File: src/rtl/qbert_jump_ctrl.sv
// Q*bert hop sequencer: tracks the pyramid cube position and walks the sprite one pixel per
// motion tick toward the target cube, or off the pyramid edge when the hop leaves it.
module qbert_jump_ctrl #(
   parameter int unsigned ROWS     = 7,
   parameter logic [10:0] X_ORIGIN = 11'd100,
   parameter logic [9:0]  Y_ORIGIN = 10'd400,
   parameter logic [10:0] XSTEP    = 11'd60,
   parameter logic [9:0]  YHALF    = 10'd50,
   parameter logic [25:0] STEP_DIV = 26'd1000000,
   parameter logic [10:0] FALL_PIX = 11'd200
) (
   input  logic        clk,
   input  logic        reset,
   input  logic        jump_req,
   input  logic [1:0]  jump_dir,
   input  logic        restart,
   output logic [10:0] pos_x,
   output logic [9:0]  pos_y,
   output logic [2:0]  row,
   output logic [2:0]  col,
   output logic        busy,
   output logic        hop_done,
   output logic        fell
);

   typedef enum logic [2:0] {
      S_IDLE, S_AXIS1, S_AXIS2, S_LAND, S_FALL, S_DEAD
   } state_t;

   localparam logic signed [3:0] ROWS_S = 4'(ROWS);

   state_t      state_q;
   logic [25:0] cnt_q, cnt_d;
   logic [10:0] pos_x_q, tx_q, fall_cnt_q;
   logic [9:0]  pos_y_q, ty_q;
   logic [2:0]  row_q, col_q, tr_q, tc_q;
   logic        down_q, busy_q, hop_done_q, fell_q;

   logic              tick;
   logic signed [3:0] tr_s, tc_s;
   logic signed [4:0] y_mult;
   logic              off_edge;
   logic [10:0]       tgt_x, nxt_x;
   logic [9:0]        tgt_y, nxt_y;
   logic              move_y, axis_done;

   assign tick  = (cnt_q == STEP_DIV - 26'd1);
   assign cnt_d = tick ? '0 : cnt_q + 26'd1;

   // Target cube from the current cube and direction; signed so an off-pyramid hop shows up as <0.
   always_comb begin
      // NOTE: every combinational output gets a default first so no path leaves it unassigned (no latch).
      tr_s = signed'({1'b0, row_q});
      tc_s = signed'({1'b0, col_q});
      unique case (jump_dir)
         2'b00:   tr_s = tr_s - 4'sd1;
         2'b01:   begin tr_s = tr_s - 4'sd1; tc_s = tc_s - 4'sd1; end
         2'b10:   begin tr_s = tr_s + 4'sd1; tc_s = tc_s + 4'sd1; end
         default: tr_s = tr_s + 4'sd1;
      endcase
      off_edge = (tr_s < 4'sd0) || (tr_s >= ROWS_S) || (tc_s < 4'sd0) || (tc_s > tr_s);
      y_mult   = {tc_s, 1'b0} - {tr_s[3], tr_s};
      tgt_x    = X_ORIGIN + XSTEP * {8'd0, tr_s[2:0]};
      tgt_y    = Y_ORIGIN + {{5{y_mult[4]}}, y_mult} * YHALF;
   end

   // Down hops move y first, up hops move x first.
   always_comb begin
      move_y = ((state_q == S_AXIS1) == down_q);
      nxt_x  = pos_x_q;
      nxt_y  = pos_y_q;
      if (move_y) begin
         if (pos_y_q < ty_q)      nxt_y = pos_y_q + 10'd1;
         else if (pos_y_q > ty_q) nxt_y = pos_y_q - 10'd1;
      end else begin
         if (pos_x_q < tx_q)      nxt_x = pos_x_q + 11'd1;
         else if (pos_x_q > tx_q) nxt_x = pos_x_q - 11'd1;
      end
      axis_done = move_y ? (nxt_y == ty_q) : (nxt_x == tx_q);
   end

   always_ff @(posedge clk) begin
      // NOTE: all state updates are non-blocking so every register samples pre-edge values.
      if (reset || restart) begin
         state_q    <= S_IDLE;
         cnt_q      <= '0;
         pos_x_q    <= X_ORIGIN;
         pos_y_q    <= Y_ORIGIN;
         tx_q       <= X_ORIGIN;
         ty_q       <= Y_ORIGIN;
         row_q      <= '0;
         col_q      <= '0;
         tr_q       <= '0;
         tc_q       <= '0;
         fall_cnt_q <= '0;
         down_q     <= 1'b0;
         busy_q     <= 1'b0;
         hop_done_q <= 1'b0;
         fell_q     <= 1'b0;
      end else begin
         cnt_q      <= cnt_d;
         hop_done_q <= 1'b0;
         unique case (state_q)
            S_IDLE: begin
               if (jump_req) begin
                  cnt_q  <= '0;
                  busy_q <= 1'b1;
                  if (off_edge) begin
                     state_q    <= S_FALL;
                     fell_q     <= 1'b1;
                     fall_cnt_q <= '0;
                  end else begin
                     state_q <= S_AXIS1;
                     tr_q    <= tr_s[2:0];
                     tc_q    <= tc_s[2:0];
                     tx_q    <= tgt_x;
                     ty_q    <= tgt_y;
                     down_q  <= (tgt_x > pos_x_q);
                  end
               end
            end
            S_AXIS1: begin
               if (tick) begin
                  pos_x_q <= nxt_x;
                  pos_y_q <= nxt_y;
                  if (axis_done) state_q <= S_AXIS2;
               end
            end
            S_AXIS2: begin
               if (tick) begin
                  pos_x_q <= nxt_x;
                  pos_y_q <= nxt_y;
                  if (axis_done) begin
                     state_q    <= S_LAND;
                     hop_done_q <= 1'b1;
                     row_q      <= tr_q;
                     col_q      <= tc_q;
                  end
               end
            end
            S_LAND: begin
               state_q <= S_IDLE;
               busy_q  <= 1'b0;
            end
            S_FALL: begin
               if (tick) begin
                  pos_x_q    <= pos_x_q + 11'd1;
                  fall_cnt_q <= fall_cnt_q + 11'd1;
                  if (fall_cnt_q == FALL_PIX - 11'd1) state_q <= S_DEAD;
               end
            end
            S_DEAD: ;
            default: state_q <= S_IDLE;
         endcase
      end
   end

   assign pos_x    = pos_x_q;
   assign pos_y    = pos_y_q;
   assign row      = row_q;
   assign col      = col_q;
   assign busy     = busy_q;
   assign hop_done = hop_done_q;
   assign fell     = fell_q;

endmodule

File: config.mk
export PLATFORM = sky130hd
export DESIGN_NAME = qbert_jump_ctrl
export DESIGN_NICKNAME = d
export VERILOG_FILES = /design/src/rtl/qbert_jump_ctrl.sv
export SDC_FILE = /design/constraint.sdc
export NUM_CORES = 1
export LEC_CHECK = 0
export ABC_AREA = 1
export BUFFER_PORTS_ARGS = -buffer_cell sky130_fd_sc_hd__buf_2
export CORE_MARGIN = 5
export CORE_UTILIZATION = 30
export DETAILED_ROUTE_END_ITERATION = 16
export GPL_ROUTABILITY_DRIVEN = 0
export GPL_TIMING_DRIVEN = 0
export SETUP_SLACK_MARGIN = 0.15
export SLEW_MARGIN = 10
export SYNTH_ARGS = -nofsm -noshare
export SYNTH_HDL_FRONTEND = slang
export SYNTH_SLANG_ARGS = --single-unit
File: constraint.sdc
create_clock -name clk -period 9.6 [get_ports clk]
set_input_delay 0.48 -clock clk [delete_from_list [all_inputs] [get_ports clk]]
set_output_delay 0.48 -clock clk [all_outputs]
set_load 0.1 [all_outputs]
==> results of run 1 <==
[logic make-up (layout without fill, tap and decap cells)]
kind of cell               after synthesis  count (layout)  share of synthesized area, %
and+or+nand+nor                        575             575                          35.1
buffers and inverters                  177             228                          9.63
AOI/OAI and AO/OA                      163             163                          12.4
DFF                                     92              92                          24.5
adders and majority gates               69              69                          12.0
xor gates and xnor gates                52              52                          6.25
[cell type report]
class	instances	area (sq um)	share of cell area (%)
Clock inverter	4	32.5	0.388
Tap cell	324	405	4.84
Buffer	28	164	1.96
Inverter	149	559	6.68
Multi-Input combinational cell	859	4940	59.0
Clock buffer	12	256	3.06
Timing Repair Buffer	35	175	2.09
Sequential cell	92	1840	22.0
[power by group through the flow]
stage	combinational (mW)	sequential [mW]	clock, mW
floorplan	0.518	0.415	0
global placement	0.664	0.408	0
detailed placement	0.673	0.408	0
CTS	0.674	0.399	0.366
global route	0.754	0.400	0.381
finish	0.673	0.399	0.357
[metal layers]
layer,vias up,track usage [%],wire length [microns]
li1,3850,-,-
met1,3419,19.8,9970
met2,225,24.8,9590
met3,35,2.53,1200
met4,0,4.16,429
met5,-,0,0
[stage by stage]
stage	power (mW)	setup WS (ps)	cells	hold WS [ps]	util [%]
after floorplan	0.933	4570	1128	413	-
after global placement	1.07	4270	1487	429	33.1
after detailed placement	1.08	4180	1487	435	33.1
after CTS	1.44	4190	1503	443	34.2
after global routing	1.54	3740	1503	460	34.2
final	1.43	4200	1503	451	34.2
[worst max-delay path: cells and delay by family, from the launching register on]
family / cells / cell delay [ps]
AOI/OAI and AO/OA: 3 / 300
xor gates and xnor gates: 4 / 1090
adders and majority gates: 4 / 1570
buffers and inverters: 7 / 910
DFF: 1 / 440
and+or+nand+nor: 8 / 960
[cell usage in the layout, fill, tap and decap left out, drive strengths merged, types with 2 or more instances in the layout]
cell type  synthesis  routed
inv              149     150
a21o               5       5
nor4               6       6
a211oi             5       5
nor3              30      30
o21ai             50      50
ha                64      64
nand3            103     103
or2                3       3
nand2            267     267
clkinvlp           0       2
fa                 5       5
xor2              31      31
and3               2       2
o21bai             3       3
dfxtp             92      92
nor3b              6       6
a31oi              3       3
nand4             41      41
buf               16      51
xnor2             20      20
clkbuf            12      24
nor2             114     114
a21oi             73      73
a221oi             5       5
o211ai            10      10
nand3b             2       2
[final timing paths]
kind / endpoint / depth (start not counted) / slack (ps)
max: ty_q[9]$_SDFFE_PP0P_ / 26 / 4200
min: fell$_SDFFE_PP0P_ / 2 / 450
max reg2reg: ty_q[9]$_SDFFE_PP0P_ / 26 / 4200
min reg2reg: fell$_SDFFE_PP0P_ / 2 / 450
[registers in the layout (all words and copies together) (netlist names)]
signal and cells:
tr_q 3, cnt_q 26, tc_q 3, busy 1, tx_q 7, pos_y 10
fall_cnt_q 11, hop_done 1, col 3, state_q 3, fell 1, down_q 1
ty_q 8, row 3, pos_x 11
==> run metrics, run 1 <==
status completed; Internal Dissipation 0.837 mW; grt total ovfl 0; Mapped Cells 1128; yosys warns 0; DR vias/cell 5.01; crit path kind register to register; Syn Nets 1203; DRT iter0 DRCs 541; Placed Area 8090 sq um; critical path data required time 9840 ps; Total Wirelength 21200 microns; flop and latch count out of synthesis 92; I/O Pins 36; Rel. slew slack 49.2%; clock-pin slew on the worst setup and hold paths 70 ps; Ant. Diodes 0; Async SR Flop Fraction 0%; antenna violations before repair 0; filler cell count 2653; critical path's largest stage delay 500 ps; postcts setup bufs 0; DRC 0; Post-synth EDFFs 0; Worst VDD drop 0.0844 mV; CTS tree built; post-CTS sizing 0; Max Slew Vio Count 0; Avg WL per Cell 14.1 microns; switching fraction of total power 41.4%; CP startpoint kind register; cell taking the most area after synthesis dfxtp_1; post-synth cell types 54; Final Hold Fails 0; Synth Cell Area 7510 sq um; Layout Nets 1249; share of the synthesized area in the top cell type 24.5%; min-delay src fell$_SDFFE_PP0P_; post-detail-place hpwl 16700 microns; Period Utilization, post-route 56.3%; CTS Buffer Depth 2; mean post-synth cell area 6.65 sq um; final setup TNS 0 ps; largest net degree at the start of global routing 16; Chip Height 168 microns; core area 24500 sq um; critical path's slowest cell fa_1; Design Area, Final 8380 sq um; top_reg_cell synth dfxtp_1; IO Port Bufs 35; PD cells 171 nW/um^2; first-pass GRT wire length 35100 microns; dominant cell by count in the synthesized netlist nand2_1; fmax 0.185 GHz; clock root cell clkbuf_16; Num CTS Buffers 9; CP startpoint row[0]$_SDFFE_PP0P_; largest cells by area after synthesis dfxtp_1 (25%), nand2_1 (13%), ha_1 (11%); register area share after synthesis 24.5%; sw power 0.591 mW; cts hold-fix bufs 0; vias in the first global route 7037; setup violators final 0; worst reg2reg startpoint row[0]$_SDFFE_PP0P_; max-cap viol count 0; clk_lat worst skew 350 ps; RSZ-0062 raised after global routing false; GRT Util Overall 14.9%; detailed-route via count 7529; initial core utilization 30.7%; layout cells sized above 1 8.99%; Reg power frac 27.9%; clock network fraction of total power 25.0%; Tmin final 5400 ps; crit path capture type register; FP Rows 57; P_leak 3.80 nW; clk sinks 92; clock skew 8.03 ps; DRT antenna net count 0; HP Class register to register; commonest cells in the netlist nand2_1 (257), inv_1 (142), nor2_1 (107), nand3_1 (98), dfxtp_1 (92); Combinational Power Share 47.1%; actual slew at the worst max-slew pin 759 ps; CP Max Fanout 10; drt pass-1 iters 5; die extent in x 168 microns; die area 28300 sq um; cell repeated most along the worst path inv_1; H-tree Lvls 3; area grow syn2layout 11.6%; crit path DAT 5640 ps
(Power assumes the default switching activity.)
==> run 2, diff against run 1 <==
ABC_AREA = 0   (was 1)
clock period = 4.8 ns   (was 9.6 ns; I/O delays follow)
==> run 2 against run 1 <==
Effect of this change: critical path depth is 5 lower; via count fell by 12%; wire length is 9.6% lower; sequential power rose by 95%; clock skew down 0.88 ps; count of clock-buffer cells in the layout shrank 3; first-iteration DRC count fell by 9.4%; hold slack worse by 210 ps; worst setup slack lost 3900 ps; sequential share of layout area grew 0.39 points.
==> run metrics, run 2 <==
RSZ-0062 raised after global routing false (unchanged); top_reg_cell synth dfxtp_1 (unchanged); most common cell after layout, fill and taps aside nor2_1 (was nand2_1); DRC 0 (unchanged); Design Area, Final 8290 sq um (was 8380 sq um); vias in the first global route 6219 (was 7037); Chip Height 164 microns (was 168 microns); clock network fraction of total power 26.7% (was 25.0%); first-pass GRT wire length 31400 microns (was 35100 microns); DRT antenna net count 0 (unchanged); GRT Util Overall 14.4% (was 14.9%); critical path data required time 5070 ps (was 9840 ps); IO Port Bufs 35 (unchanged); Ant. Diodes 0 (unchanged); max-cap viol count 0 (unchanged); Tmin final 4460 ps (was 5400 ps); Combinational Power Share 43.8% (was 47.1%); sw power 0.962 mW (was 0.591 mW); fmax 0.224 GHz (was 0.185 GHz); Reg power frac 29.4% (was 27.9%); HP Class input port to register (was register to register); CTS Buffer Depth 2 (unchanged); Post-synth EDFFs 0 (unchanged); setup violators final 0 (unchanged); register area share after synthesis 25.9% (was 24.5%); Avg WL per Cell 14.9 microns (was 14.1 microns); cell taking the most area after synthesis dfxtp_1 (unchanged); crit path DAT 4730 ps (was 5640 ps); clock-pin slew on the worst setup and hold paths 70 ps (about the same); die extent in x 164 microns (was 168 microns); clk_lat worst skew 360 ps (was 350 ps); status completed (unchanged); crit path kind register to register (unchanged); total power 2.64 mW (was 1.43 mW); commonest cells in the netlist dfxtp_1 (92), nor2_1 (90), nand2_1 (83), xnor2_1 (68), ha_1 (64) (was nand2_1 (257), inv_1 (142), nor2_1 (107), nand3_1 (98), dfxtp_1 (92)); antenna violations before repair 0 (unchanged); P_leak 3.26 nW (was 3.80 nW); Final Hold Fails 0 (unchanged); Place WS -481 ps (was 4180 ps); layout cells sized above 1 13.1% (was 8.99%); post-detail-place hpwl 14500 microns (was 16700 microns); I/O Pins 36 (unchanged); max reg flops 26 (unchanged); hold_ws 236 ps (was 451 ps); Synth Cell Area 7120 sq um (was 7510 sq um); yosys warns 0 (unchanged); clock skew 7.16 ps (was 8.03 ps); CTS tree built (unchanged); min setup slack post-route 338 ps (was 4200 ps); area grow syn2layout 16.4% (was 11.6%); Internal Dissipation 1.68 mW (was 0.837 mW); largest cells by area after synthesis dfxtp_1 (26%), ha_1 (11%), xnor2_1 (8.4%) (was dfxtp_1 (25%), nand2_1 (13%), ha_1 (11%)); detailed-route via count 6604 (was 7529); Layout Nets 1035 (was 1249); DR vias/cell 5.14 (was 5.01); crit path capture type register (unchanged); Total Wirelength 19200 microns (was 21200 microns); Async SR Flop Fraction 0% (unchanged); crit path cell chain clkbuf_16, inv_6, fa_2, ha_4, a21oi_1, o21ai_0, o21ai_1, xor2_2, inv_1, ha_1, ha_4, ha_4, xor2_1, ha_1, a21o_1, a21oi_1, xnor2_1, xnor2_1, and3_1, nor3_2, a211oi_1; most frequent cells in the layout nor2_1 (90), dfxtp_1 (86), nand2_1 (83), xnor2_1 (62), ha_1 (60) (was nand2_1 (257), inv_1 (142), nor2_1 (107), nand3_1 (98), dfxtp_1 (92)); switching fraction of total power 36.5% (was 41.4%); post-synth cell types 71 (was 54); Max Slew Vio Count 0 (unchanged); critical path's slowest cell fa_2 (was fa_1); H-tree Lvls 3 (unchanged); cell repeated most along the worst path ha_4 (was inv_1); dominant cell by count in the synthesized netlist dfxtp_1 (was nand2_1); critical path's largest stage delay 580 ps (was 500 ps); PD cells 318 nW/um^2 (was 171 nW/um^2); Cell Count, Final, Fillers Out 1284 (was 1503); clock root cell clkbuf_16 (unchanged); clk sinks 92 (unchanged); CP Max Fanout 11 (was 10); grt total ovfl 0 (unchanged); FP Rows 56 (was 57); flop and latch count out of synthesis 92 (unchanged); placed cell count 1253 (was 1487); Mapped Cells 899 (was 1128); Placed Area 7700 sq um (was 8090 sq um); Rel. slew slack 31.9% (was 49.2%); share of the synthesized area in the top cell type 25.9% (was 24.5%); die area 26900 sq um (was 28300 sq um); DRT iter0 DRCs 490 (was 541); largest reg by FF count cnt_q (unchanged); largest net degree at the start of global routing 18 (was 16); drt pass-1 iters 5 (unchanged); Worst VDD drop 0.284 mV (was 0.0844 mV); Syn Nets 974 (was 1203); actual slew at the worst max-slew pin 1010 ps (was 759 ps); core area 23400 sq um (was 24500 sq um); Num CTS Buffers 9 (unchanged); CP startpoint kind register (unchanged); mean post-synth cell area 7.92 sq um (was 6.65 sq um); initial core utilization 30.4% (was 30.7%); Period Utilization, post-route 93.0% (was 56.3%)
==> run 2: repair_timing <==
item	4_1_cts	5_1_grt
resized for setup	13	19
setup buffers	5	10
endpoints found under the hold margin	0	0
hold buffers	0	0
gates cloned	0	0
pin swaps	6	11
setup endpoints to repair	4	2
==> run 2: cell type report <==
type,instances,area (sq um)
clock inverter,7,57.6
fill,2503,15100
tap,319,399
buffer,39,209
sequential,92,1850
inverter,58,224
timing repair buffer,50,288
clock buffer,9,225
multi-input combinational,710,5030
==> run 2: stage by stage <==
step	TNS, ps	utilization (%)
after global routing	0	35.4
after global placement	-760	32.9
after detailed placement	-782	32.9
final	0	35.4
after CTS	0	34.5
after floorplan	0	-
==> run 2: kinds of logic (layout without fill, tap and decap cells) <==
| kind of cell | count (synthesis) | count (layout) | share of synthesized area, % |
|---|---|---|---|
| xor+xnor | 105 | 105 | 13.0 |
| flops | 92 | 92 | 25.9 |
| mux | 19 | 19 | 2.67 |
| compound gates | 170 | 170 | 15.8 |
| fa+ha+maj | 70 | 70 | 12.8 |
| simple gates | 346 | 346 | 24.2 |
| buf+inv | 97 | 163 | 5.64 |
==> run 2: critical path, delay by kind of cell (launching register included) <==
kind,cells,cell delay (ps)
adder cells (fa/ha/maj),6,1930
flip-flops,1,370
AO/OA/AOI/OAI,6,860
AND/OR/NAND/NOR,2,250
buffers and inverters,3,300
XOR/XNOR,4,660
==> run 2: final timing paths <==
kind | endpoint | depth (start not counted) | slack, ps | from
max | ty_q[9]$_SDFFE_PP0P_ | 21 | 340 | row[0]$_SDFFE_PP0P_
min | fall_cnt_q[3]$_SDFFE_PP0P_ | 4 | 240 | reset
max reg2reg | ty_q[9]$_SDFFE_PP0P_ | 21 | 340 | row[0]$_SDFFE_PP0P_
min reg2reg | tr_q[2]$_SDFFE_PP0P_ | 2 | 460 | tr_q[2]$_SDFFE_PP0P_
==> run 2: power groups by stage <==
stage | Sequential, mW | Clock [mW] | Combinational [mW]
floorplan | 0.801 | 0 | 0.776
global placement | 0.795 | 0 | 0.958
detailed placement | 0.795 | 0 | 0.961
CTS | 0.776 | 0.722 | 0.984
global route | 0.777 | 0.754 | 1.28
finish | 0.777 | 0.705 | 1.16
==> run 2: layer usage <==
layer | vias to the layer above | share of wire [%] | global-route usage, %
li1 | 3299 | - | -
met2 | 153 | 45 | 23.3
met4 | 0 | 1.8 | 4.31
met5 | - | 0 | 0
met3 | 29 | 5.1 | 2.58
met1 | 3123 | 48 | 19.5
